===== src/rtl/hazard_stall_ctrl_if.sv =====
// Handshake bundle between the ID-stage hazard unit and the pipeline.
// master = pipeline side driving hazard inputs, slave = hazard unit.
interface hazard_stall_ctrl_if #(
    parameter int REG_ADDR_W = 5,
    parameter int CNT_W      = 32
);
    logic                  Branch;
    logic                  Comparator_result;
    logic                  ID_EX_MemRead;
    logic                  ID_EX_RegWrite;
    logic [REG_ADDR_W-1:0] ID_EX_Write_Reg;
    logic                  EX_MEM_MemRead;
    logic                  EX_MEM_MemWrite;
    logic [REG_ADDR_W-1:0] EX_MEM_RegisterRt;
    logic [REG_ADDR_W-1:0] IF_ID_RegisterRs;
    logic [REG_ADDR_W-1:0] IF_ID_RegisterRt;
    logic                  IF_ID_UsesRt;

    logic                  pc_freeze;
    logic                  IF_ID_freeze;
    logic                  control_flush;
    logic                  ID_EX_freeze;
    logic                  EX_MEM_freeze;
    logic                  MEM_WB_bubble;
    logic                  take_branch;
    logic                  IF_ID_flush;
    logic                  mem_busy;
    logic [CNT_W-1:0]      stall_cycles;
    logic [CNT_W-1:0]      flush_count;

    modport master (
        output Branch, Comparator_result,
        output ID_EX_MemRead, ID_EX_RegWrite, ID_EX_Write_Reg,
        output EX_MEM_MemRead, EX_MEM_MemWrite, EX_MEM_RegisterRt,
        output IF_ID_RegisterRs, IF_ID_RegisterRt, IF_ID_UsesRt,
        input  pc_freeze, IF_ID_freeze, control_flush,
        input  ID_EX_freeze, EX_MEM_freeze, MEM_WB_bubble,
        input  take_branch, IF_ID_flush, mem_busy,
        input  stall_cycles, flush_count
    );

    modport slave (
        input  Branch, Comparator_result,
        input  ID_EX_MemRead, ID_EX_RegWrite, ID_EX_Write_Reg,
        input  EX_MEM_MemRead, EX_MEM_MemWrite, EX_MEM_RegisterRt,
        input  IF_ID_RegisterRs, IF_ID_RegisterRt, IF_ID_UsesRt,
        output pc_freeze, IF_ID_freeze, control_flush,
        output ID_EX_freeze, EX_MEM_freeze, MEM_WB_bubble,
        output take_branch, IF_ID_flush, mem_busy,
        output stall_cycles, flush_count
    );
endinterface


===== src/rtl/hazard_stall_ctrl.sv =====
// ID-stage hazard/stall controller: data hazards plus memory-latency freeze.
// Optional performance counters enabled by defining HAZ_PERF_CNT_EN.
module hazard_stall_ctrl #(
    parameter int REG_ADDR_W = 5,
    parameter int MEM_LAT    = 1,
    parameter int CNT_W      = 32
) (
    input logic               clk,
    input logic               rst_n,
    hazard_stall_ctrl_if.slave hz
);
    localparam int CW = $clog2(MEM_LAT) + 1;
    localparam logic [CW-1:0] RELOAD = CW'((MEM_LAT > 1) ? MEM_LAT - 2 : 0);
    localparam logic LAT_GT1 = (MEM_LAT > 1);

    typedef enum logic {IDLE, WAIT} state_e;

    state_e        state_q, state_d;
    logic [CW-1:0] cnt_q, cnt_d;

    logic mem_stall;
    logic data_stall;
    logic acc;
    logic lu, br_alu, br_ld;
    logic m_idex, m_exmem;

    logic pc_freeze, if_id_freeze, control_flush;
    logic id_ex_freeze, ex_mem_freeze, mem_wb_bubble;
    logic take_branch, mem_busy;

    function automatic logic match(
        input logic [REG_ADDR_W-1:0] x,
        input logic [REG_ADDR_W-1:0] rs,
        input logic [REG_ADDR_W-1:0] rt,
        input logic                  uses_rt
    );
        return (x != '0) && ((x == rs) || (uses_rt && (x == rt)));
    endfunction

    always_comb begin
        m_idex  = match(hz.ID_EX_Write_Reg, hz.IF_ID_RegisterRs,
                        hz.IF_ID_RegisterRt, hz.IF_ID_UsesRt);
        m_exmem = match(hz.EX_MEM_RegisterRt, hz.IF_ID_RegisterRs,
                        hz.IF_ID_RegisterRt, hz.IF_ID_UsesRt);
        lu      = hz.ID_EX_MemRead && m_idex;
        br_alu  = hz.Branch && hz.ID_EX_RegWrite
                  && !hz.ID_EX_MemRead && m_idex;
        br_ld   = hz.Branch && hz.EX_MEM_MemRead && m_exmem;
        data_stall = lu || br_alu || br_ld;
        acc     = hz.EX_MEM_MemRead || hz.EX_MEM_MemWrite;
    end

    always_ff @(posedge clk or negedge rst_n) begin
        if (!rst_n) begin
            state_q <= IDLE;
            cnt_q   <= '0;
        end else begin
            state_q <= state_d;
            cnt_q   <= cnt_d;
        end
    end

    // The access cycle itself stalls from IDLE; WAIT covers the remainder.
    always_comb begin
        state_d   = state_q;
        cnt_d     = cnt_q;
        mem_stall = 1'b0;
        unique case (state_q)
            IDLE: begin
                if (acc && LAT_GT1) begin
                    mem_stall = 1'b1;
                    state_d   = WAIT;
                    cnt_d     = RELOAD;
                end
            end
            WAIT: begin
                if (cnt_q != '0) begin
                    mem_stall = 1'b1;
                    cnt_d     = cnt_q - CW'(1);
                end else begin
                    state_d = IDLE;
                end
            end
            default: begin
                state_d = IDLE;
            end
        endcase
    end

    always_comb begin
        pc_freeze     = 1'b0;
        if_id_freeze  = 1'b0;
        control_flush = 1'b0;
        id_ex_freeze  = 1'b0;
        ex_mem_freeze = 1'b0;
        mem_wb_bubble = 1'b0;
        take_branch   = 1'b0;
        mem_busy      = 1'b0;
        if (rst_n) begin
            mem_busy = (state_q == WAIT);
            if (mem_stall) begin
                pc_freeze     = 1'b1;
                if_id_freeze  = 1'b1;
                id_ex_freeze  = 1'b1;
                ex_mem_freeze = 1'b1;
                mem_wb_bubble = 1'b1;
            end else if (data_stall) begin
                pc_freeze     = 1'b1;
                if_id_freeze  = 1'b1;
                control_flush = 1'b1;
            end else begin
                take_branch = hz.Branch && hz.Comparator_result;
            end
        end
    end

    assign hz.pc_freeze     = pc_freeze;
    assign hz.IF_ID_freeze  = if_id_freeze;
    assign hz.control_flush = control_flush;
    assign hz.ID_EX_freeze  = id_ex_freeze;
    assign hz.EX_MEM_freeze = ex_mem_freeze;
    assign hz.MEM_WB_bubble = mem_wb_bubble;
    assign hz.take_branch   = take_branch;
    assign hz.IF_ID_flush   = take_branch;
    assign hz.mem_busy      = mem_busy;

`ifdef HAZ_PERF_CNT_EN
    logic [CNT_W-1:0] stall_q, stall_d;
    logic [CNT_W-1:0] flush_q, flush_d;

    always_comb begin
        stall_d = stall_q + CNT_W'(pc_freeze);
        flush_d = flush_q + CNT_W'(take_branch);
    end

    always_ff @(posedge clk or negedge rst_n) begin
        if (!rst_n) begin
            stall_q <= '0;
            flush_q <= '0;
        end else begin
            stall_q <= stall_d;
            flush_q <= flush_d;
        end
    end

    assign hz.stall_cycles = stall_q;
    assign hz.flush_count  = flush_q;
`else
    assign hz.stall_cycles = {CNT_W{1'b0}};
    assign hz.flush_count  = {CNT_W{1'b0}};
`endif

endmodule


===== src/flat_wrapper.sv =====
// flat-port wrapper written by rule: the top's interface ports become plain ports
module hazard_stall_ctrl_flat 
#(
    parameter int REG_ADDR_W = 5,
    parameter int MEM_LAT    = 1,
    parameter int CNT_W      = 32
)
  (clk, rst_n, hz_Branch, hz_Comparator_result, hz_ID_EX_MemRead, hz_ID_EX_RegWrite, hz_ID_EX_Write_Reg, hz_EX_MEM_MemRead, hz_EX_MEM_MemWrite, hz_EX_MEM_RegisterRt, hz_IF_ID_RegisterRs, hz_IF_ID_RegisterRt, hz_IF_ID_UsesRt, hz_pc_freeze, hz_IF_ID_freeze, hz_control_flush, hz_ID_EX_freeze, hz_EX_MEM_freeze, hz_MEM_WB_bubble, hz_take_branch, hz_IF_ID_flush, hz_mem_busy, hz_stall_cycles, hz_flush_count);
  hazard_stall_ctrl_if #(.REG_ADDR_W(REG_ADDR_W), .CNT_W(CNT_W)) hz_i ();
  input logic clk;
  input logic rst_n;
  input wire logic [$bits(hz_i.Branch)-1:0] hz_Branch;
  input wire logic [$bits(hz_i.Comparator_result)-1:0] hz_Comparator_result;
  input wire logic [$bits(hz_i.ID_EX_MemRead)-1:0] hz_ID_EX_MemRead;
  input wire logic [$bits(hz_i.ID_EX_RegWrite)-1:0] hz_ID_EX_RegWrite;
  input wire logic [$bits(hz_i.ID_EX_Write_Reg)-1:0] hz_ID_EX_Write_Reg;
  input wire logic [$bits(hz_i.EX_MEM_MemRead)-1:0] hz_EX_MEM_MemRead;
  input wire logic [$bits(hz_i.EX_MEM_MemWrite)-1:0] hz_EX_MEM_MemWrite;
  input wire logic [$bits(hz_i.EX_MEM_RegisterRt)-1:0] hz_EX_MEM_RegisterRt;
  input wire logic [$bits(hz_i.IF_ID_RegisterRs)-1:0] hz_IF_ID_RegisterRs;
  input wire logic [$bits(hz_i.IF_ID_RegisterRt)-1:0] hz_IF_ID_RegisterRt;
  input wire logic [$bits(hz_i.IF_ID_UsesRt)-1:0] hz_IF_ID_UsesRt;
  output wire logic [$bits(hz_i.pc_freeze)-1:0] hz_pc_freeze;
  output wire logic [$bits(hz_i.IF_ID_freeze)-1:0] hz_IF_ID_freeze;
  output wire logic [$bits(hz_i.control_flush)-1:0] hz_control_flush;
  output wire logic [$bits(hz_i.ID_EX_freeze)-1:0] hz_ID_EX_freeze;
  output wire logic [$bits(hz_i.EX_MEM_freeze)-1:0] hz_EX_MEM_freeze;
  output wire logic [$bits(hz_i.MEM_WB_bubble)-1:0] hz_MEM_WB_bubble;
  output wire logic [$bits(hz_i.take_branch)-1:0] hz_take_branch;
  output wire logic [$bits(hz_i.IF_ID_flush)-1:0] hz_IF_ID_flush;
  output wire logic [$bits(hz_i.mem_busy)-1:0] hz_mem_busy;
  output wire logic [$bits(hz_i.stall_cycles)-1:0] hz_stall_cycles;
  output wire logic [$bits(hz_i.flush_count)-1:0] hz_flush_count;
  assign hz_i.Branch = hz_Branch;
  assign hz_i.Comparator_result = hz_Comparator_result;
  assign hz_i.ID_EX_MemRead = hz_ID_EX_MemRead;
  assign hz_i.ID_EX_RegWrite = hz_ID_EX_RegWrite;
  assign hz_i.ID_EX_Write_Reg = hz_ID_EX_Write_Reg;
  assign hz_i.EX_MEM_MemRead = hz_EX_MEM_MemRead;
  assign hz_i.EX_MEM_MemWrite = hz_EX_MEM_MemWrite;
  assign hz_i.EX_MEM_RegisterRt = hz_EX_MEM_RegisterRt;
  assign hz_i.IF_ID_RegisterRs = hz_IF_ID_RegisterRs;
  assign hz_i.IF_ID_RegisterRt = hz_IF_ID_RegisterRt;
  assign hz_i.IF_ID_UsesRt = hz_IF_ID_UsesRt;
  assign hz_pc_freeze = hz_i.pc_freeze;
  assign hz_IF_ID_freeze = hz_i.IF_ID_freeze;
  assign hz_control_flush = hz_i.control_flush;
  assign hz_ID_EX_freeze = hz_i.ID_EX_freeze;
  assign hz_EX_MEM_freeze = hz_i.EX_MEM_freeze;
  assign hz_MEM_WB_bubble = hz_i.MEM_WB_bubble;
  assign hz_take_branch = hz_i.take_branch;
  assign hz_IF_ID_flush = hz_i.IF_ID_flush;
  assign hz_mem_busy = hz_i.mem_busy;
  assign hz_stall_cycles = hz_i.stall_cycles;
  assign hz_flush_count = hz_i.flush_count;
  hazard_stall_ctrl #(.REG_ADDR_W(REG_ADDR_W), .MEM_LAT(MEM_LAT), .CNT_W(CNT_W)) u_core (.clk(clk), .rst_n(rst_n), .hz(hz_i));
endmodule

===== config.mk =====
export PLATFORM = sky130hd
export DESIGN_NAME = hazard_stall_ctrl_flat
export DESIGN_NICKNAME = d
export VERILOG_FILES = /design/src/rtl/hazard_stall_ctrl_if.sv /design/src/rtl/hazard_stall_ctrl.sv /design/src/flat_wrapper.sv
export SDC_FILE = /design/constraint.sdc
export NUM_CORES = 1
export LEC_CHECK = 0
export ABC_AREA = 1
export ABC_CLOCK_PERIOD_IN_PS = 2170
export BUFFER_PORTS_ARGS = -buffer_cell sky130_fd_sc_hd__buf_4
export CAP_MARGIN = 20
export CELL_PAD_IN_SITES_DETAIL_PLACEMENT = 1
export CELL_PAD_IN_SITES_GLOBAL_PLACEMENT = 2
export CORE_MARGIN = 1
export CORE_UTILIZATION = 16
export DETAILED_ROUTE_END_ITERATION = 10
export PLACE_DENSITY_LB_ADDON = 0.1
export SYNTH_ARGS = -nofsm -noshare
export SYNTH_HDL_FRONTEND = slang
export SYNTH_SLANG_ARGS = --single-unit

===== constraint.sdc =====
create_clock -name clk -period 2.17 [get_ports clk]
set_input_delay 0.217 -clock clk [delete_from_list [all_inputs] [get_ports clk]]
set_output_delay 0.217 -clock clk [all_outputs]
set_load 0.01 [all_outputs]

# == After elaboration in Yosys (flattened, before gate mapping) ==
# Index checks and enable logic that the tools add are counted.
# op_classes
n_eq_ne,4
n_mux,14
reduce_logical,18
addsub,1
# op_table
op,n
$eq A5 B5 Y1,4
$mux W1,14
$logic_and A1 B1 Y1,11
$reduce_bool A5 Y1,2
$logic_or A1 B1 Y1,4
$logic_not A1 Y1,1
$sub A1 B1 Y1 const B,1
# totals
out_inout_bits,73
regBits,2
word_cells,39
in_bits,29

# == Logic depth before layout (Yosys ltp) ==
# depth
depth_word,10
mapped_depth,10
depth_no_buf,9

# == Worst setup path after synthesis ==
# No wires, ideal clock.
# synth_timing
path_type,input to output
startpoint,in hz_EX_MEM_RegisterRt[3]
endpoint,out hz_take_branch
stages,8
path_slack_ps,920
n_path_buf,1
t_arrival_ps,1033
cell_sequence,nor3_1 > nand3_1 > nand3_1 > inv_1 > nand2_2 > nand2_1 > nor2_1 > buf_4
# synth_between
elab_chain_cells,9
elab_cells_between_ends,11
# synth_lines
item,line_no,rtl
"start, declared",flat_wrapper.sv:19,input wire logic [$bits(hz_i.EX_MEM_RegisterRt)-1:0] hz_EX_MEM_RegisterRt;
$eq A5 B5 Y1,hazard_stall_ctrl.sv:37,return (x != '0) && ((x == rs) || (uses_rt && (x == rt)));
$logic_and A1 B1 Y1,hazard_stall_ctrl.sv:37,
$logic_or A1 B1 Y1,hazard_stall_ctrl.sv:37,
$logic_and A1 B1 Y1 *,hazard_stall_ctrl.sv:37,
$logic_and A1 B1 Y1 *,hazard_stall_ctrl.sv:48,br_ld = hz.Branch && hz.EX_MEM_MemRead && m_exmem;
$logic_or A1 B1 Y1 *,hazard_stall_ctrl.sv:49,data_stall = lu || br_alu || br_ld;
$mux W1 *,hazard_stall_ctrl.sv:107,end else if (data_stall) begin
$mux W1 *,hazard_stall_ctrl.sv:101,if (mem_stall) begin
$mux W1 *,hazard_stall_ctrl.sv:99,if (rst_n) begin
"end, declared",flat_wrapper.sv:29,output wire logic [$bits(hz_i.take_branch)-1:0] hz_take_branch;
# Mark *: on every way between the ends. The rest lies on a longest branch, timed or not.

# == Worst setup path after layout ==
# Same ends and word-level chain as after synthesis.

==> results.cfg <==
[drt]
first_pass_iters = 2
routed_wl_mm = 2.21
dr.first_iter.drc_count = 28
viasPerCell = 3.05
drtAntennaViolNets = 0
num_vias = 861
drc = 0
wl_per_cell_um = 7.83

[cells_and_area]
clkbuf_count = 0
final_area_mm2 = 0.00102
drive_above_1_share_pct = 18.4
fill_cells = 803
layout_commonest_cell = conb_1
diodes = 0
seq_area_um2 = 0
fin_nets = 238
areaGrowthSynthToFinish_pct = 5.41
seq_cells = 0
multiInputGateArea_um2 = 601
final_cell_mix = conb_1 (68), nand2_1 (55), buf_4 (32), inv_1 (20), nor2_1 (12)

[worst_setup_path]
path_buf_inv = 3
endpoint_kind = primary output
cp.arrival_ps = 1250
cp.depth = 9
crit_required_ps = 1950
critPathKind = in2out
worstPathMaxFanout = 4
cp-endpoint = hz_take_branch
critPathTopFamily = simple AND/OR/NAND/NOR gates
crit_chain = buf_4, nor3_1, nand3_1, nand3_1, inv_1, nand2_2, nand2_1, nor2_1, buf_4
crit_path_start = hz_EX_MEM_RegisterRt[3]
slowest_stage = nor3_1
cp-start-kind = input port
max_stage_delay_ps = 240

[floorplan]
die_height_um = 80.0
initial_core_util_pct = 16.5
die_w_um = 80.0
coreArea_mm2 = 0.00589
rows = 28
ios = 102
dieArea_mm2 = 0.00639

[timing]
finalCriticalPeriod_ps = 1460
hold_viol = 0
rsz0062_at_grt = no
hold-worst-slack_ps = 779
final.setup.tns_ps = 0
drv_slew = 0
post-route-period-util_pct = 67.4
setup_viol_count_final = 0
worst_slack_ps = 707
fmaxAchievable_ghz = 0.683

[clock_tree]
cts_hold_buf = 0
cts_resized = 0
post_cts_buffers = 0

[yosys]
yosysWarnings = 0
synth_cells = 179
syn_area_um2 = 972
synth_sequential_area_ratio_pct = 0
synthDistinctLibCells = 14
postSynthAreaPerCell_um2 = 5.43

[global_route]
overflow = 0
antenna_found_initial = 0
grt_max_degree = 5
grt_first_pass_wirelength_mm = 3.17
grt_use_total_pct = 6.14
grt_pass1_vias = 722

[power_and_ir_drop]
power_mw = 0.177
power.density_mw_per_mm2 = 172
ir_worst_vdd_v = 0.0000291
p_leak_nw = 0.713

[placement]
numPortBuffers = 32
gp_congestion = 0.722
hpwl_mm = 2.11
place_area_mm2 = 0.00102
place_ws_ps = 649

[min_path]
hold_start = rst_n
hold_path.class = in2out

[outcome]
run_status = completed

[run]
maxCapViolations = 0
## power breakdown
part | internal (mW) | switching (mW) | leakage, nW | total [mW]
Combinational | 0.0606 | 0.116 | 0.713 | 0.177
Clock | 0 | 0 | 0 | 0
Sequential | 0 | 0 | 0 | 0
Total | 0.0606 | 0.116 | 0.713 | 0.177
## cells by family after synthesis
logic type / Yosys count / synth area share (%)
simple gates: 77 / 31.1
compound gates: 4 / 2.57
xor+xnor: 2 / 1.80
other cells: 1 / 0.386
buf+inv: 95 / 64.1
## cell type report
class | count | share of cell area [%]
multi-input cells | 151 | 58.6
inverters | 24 | 8.79
repair buffers | 32 | 23.4
well taps | 75 | 9.16
## per-stage QoR
step / utilization [%] / instances
2_1_floorplan: - / 246
3_3_place_gp: 17.4 / 282
3_5_place_dp: 17.4 / 282
4_1_cts: 17.4 / 282
5_1_grt: 17.4 / 282
6_report: 17.4 / 282
## routing by layer
metal | vias to the layer above | track usage (%) | wire length, um | share of wire (%)
li1 | 444 | - | - | -
met1 | 369 | 7.72 | 861 | 39
met2 | 48 | 11.8 | 1140 | 52
met3 | 0 | 0.571 | 203 | 9.2
met4 | 0 | 0 | 0 | 0
met5 | - | 0 | 0 | 0
## worst min path at each step
stage,to,slack (ps),cells past startpoint
6_report,hz_IF_ID_freeze,780,4
5_1_grt,hz_IF_ID_freeze,790,4
4_1_cts,hz_IF_ID_freeze,780,4
3_5_place_dp,hz_IF_ID_freeze,780,4
3_3_place_gp,hz_control_flush,780,4
2_1_floorplan,hz_IF_ID_freeze,530,2
## synth_stat cells
| cell | number | area (um2) |
|---|---|---|
| a21oi_2 | 1 | 8.76 |
| nand3_1 | 8 | 40.0 |
| conb_1 | 1 | 3.75 |
| o21ai_1 | 1 | 5.00 |
| a21oi_1 | 1 | 5.00 |
| inv_1 | 20 | 75.1 |
| nor2_1 | 12 | 45.0 |
| o22ai_1 | 1 | 6.26 |
| nand2_1 | 55 | 206 |
| inv_2 | 4 | 15.0 |
| buf_4 | 71 | 533 |
| nand2_2 | 1 | 6.26 |
| nor3_1 | 1 | 5.00 |
| xnor2_1 | 2 | 17.5 |
(Power assumes the default switching activity.)
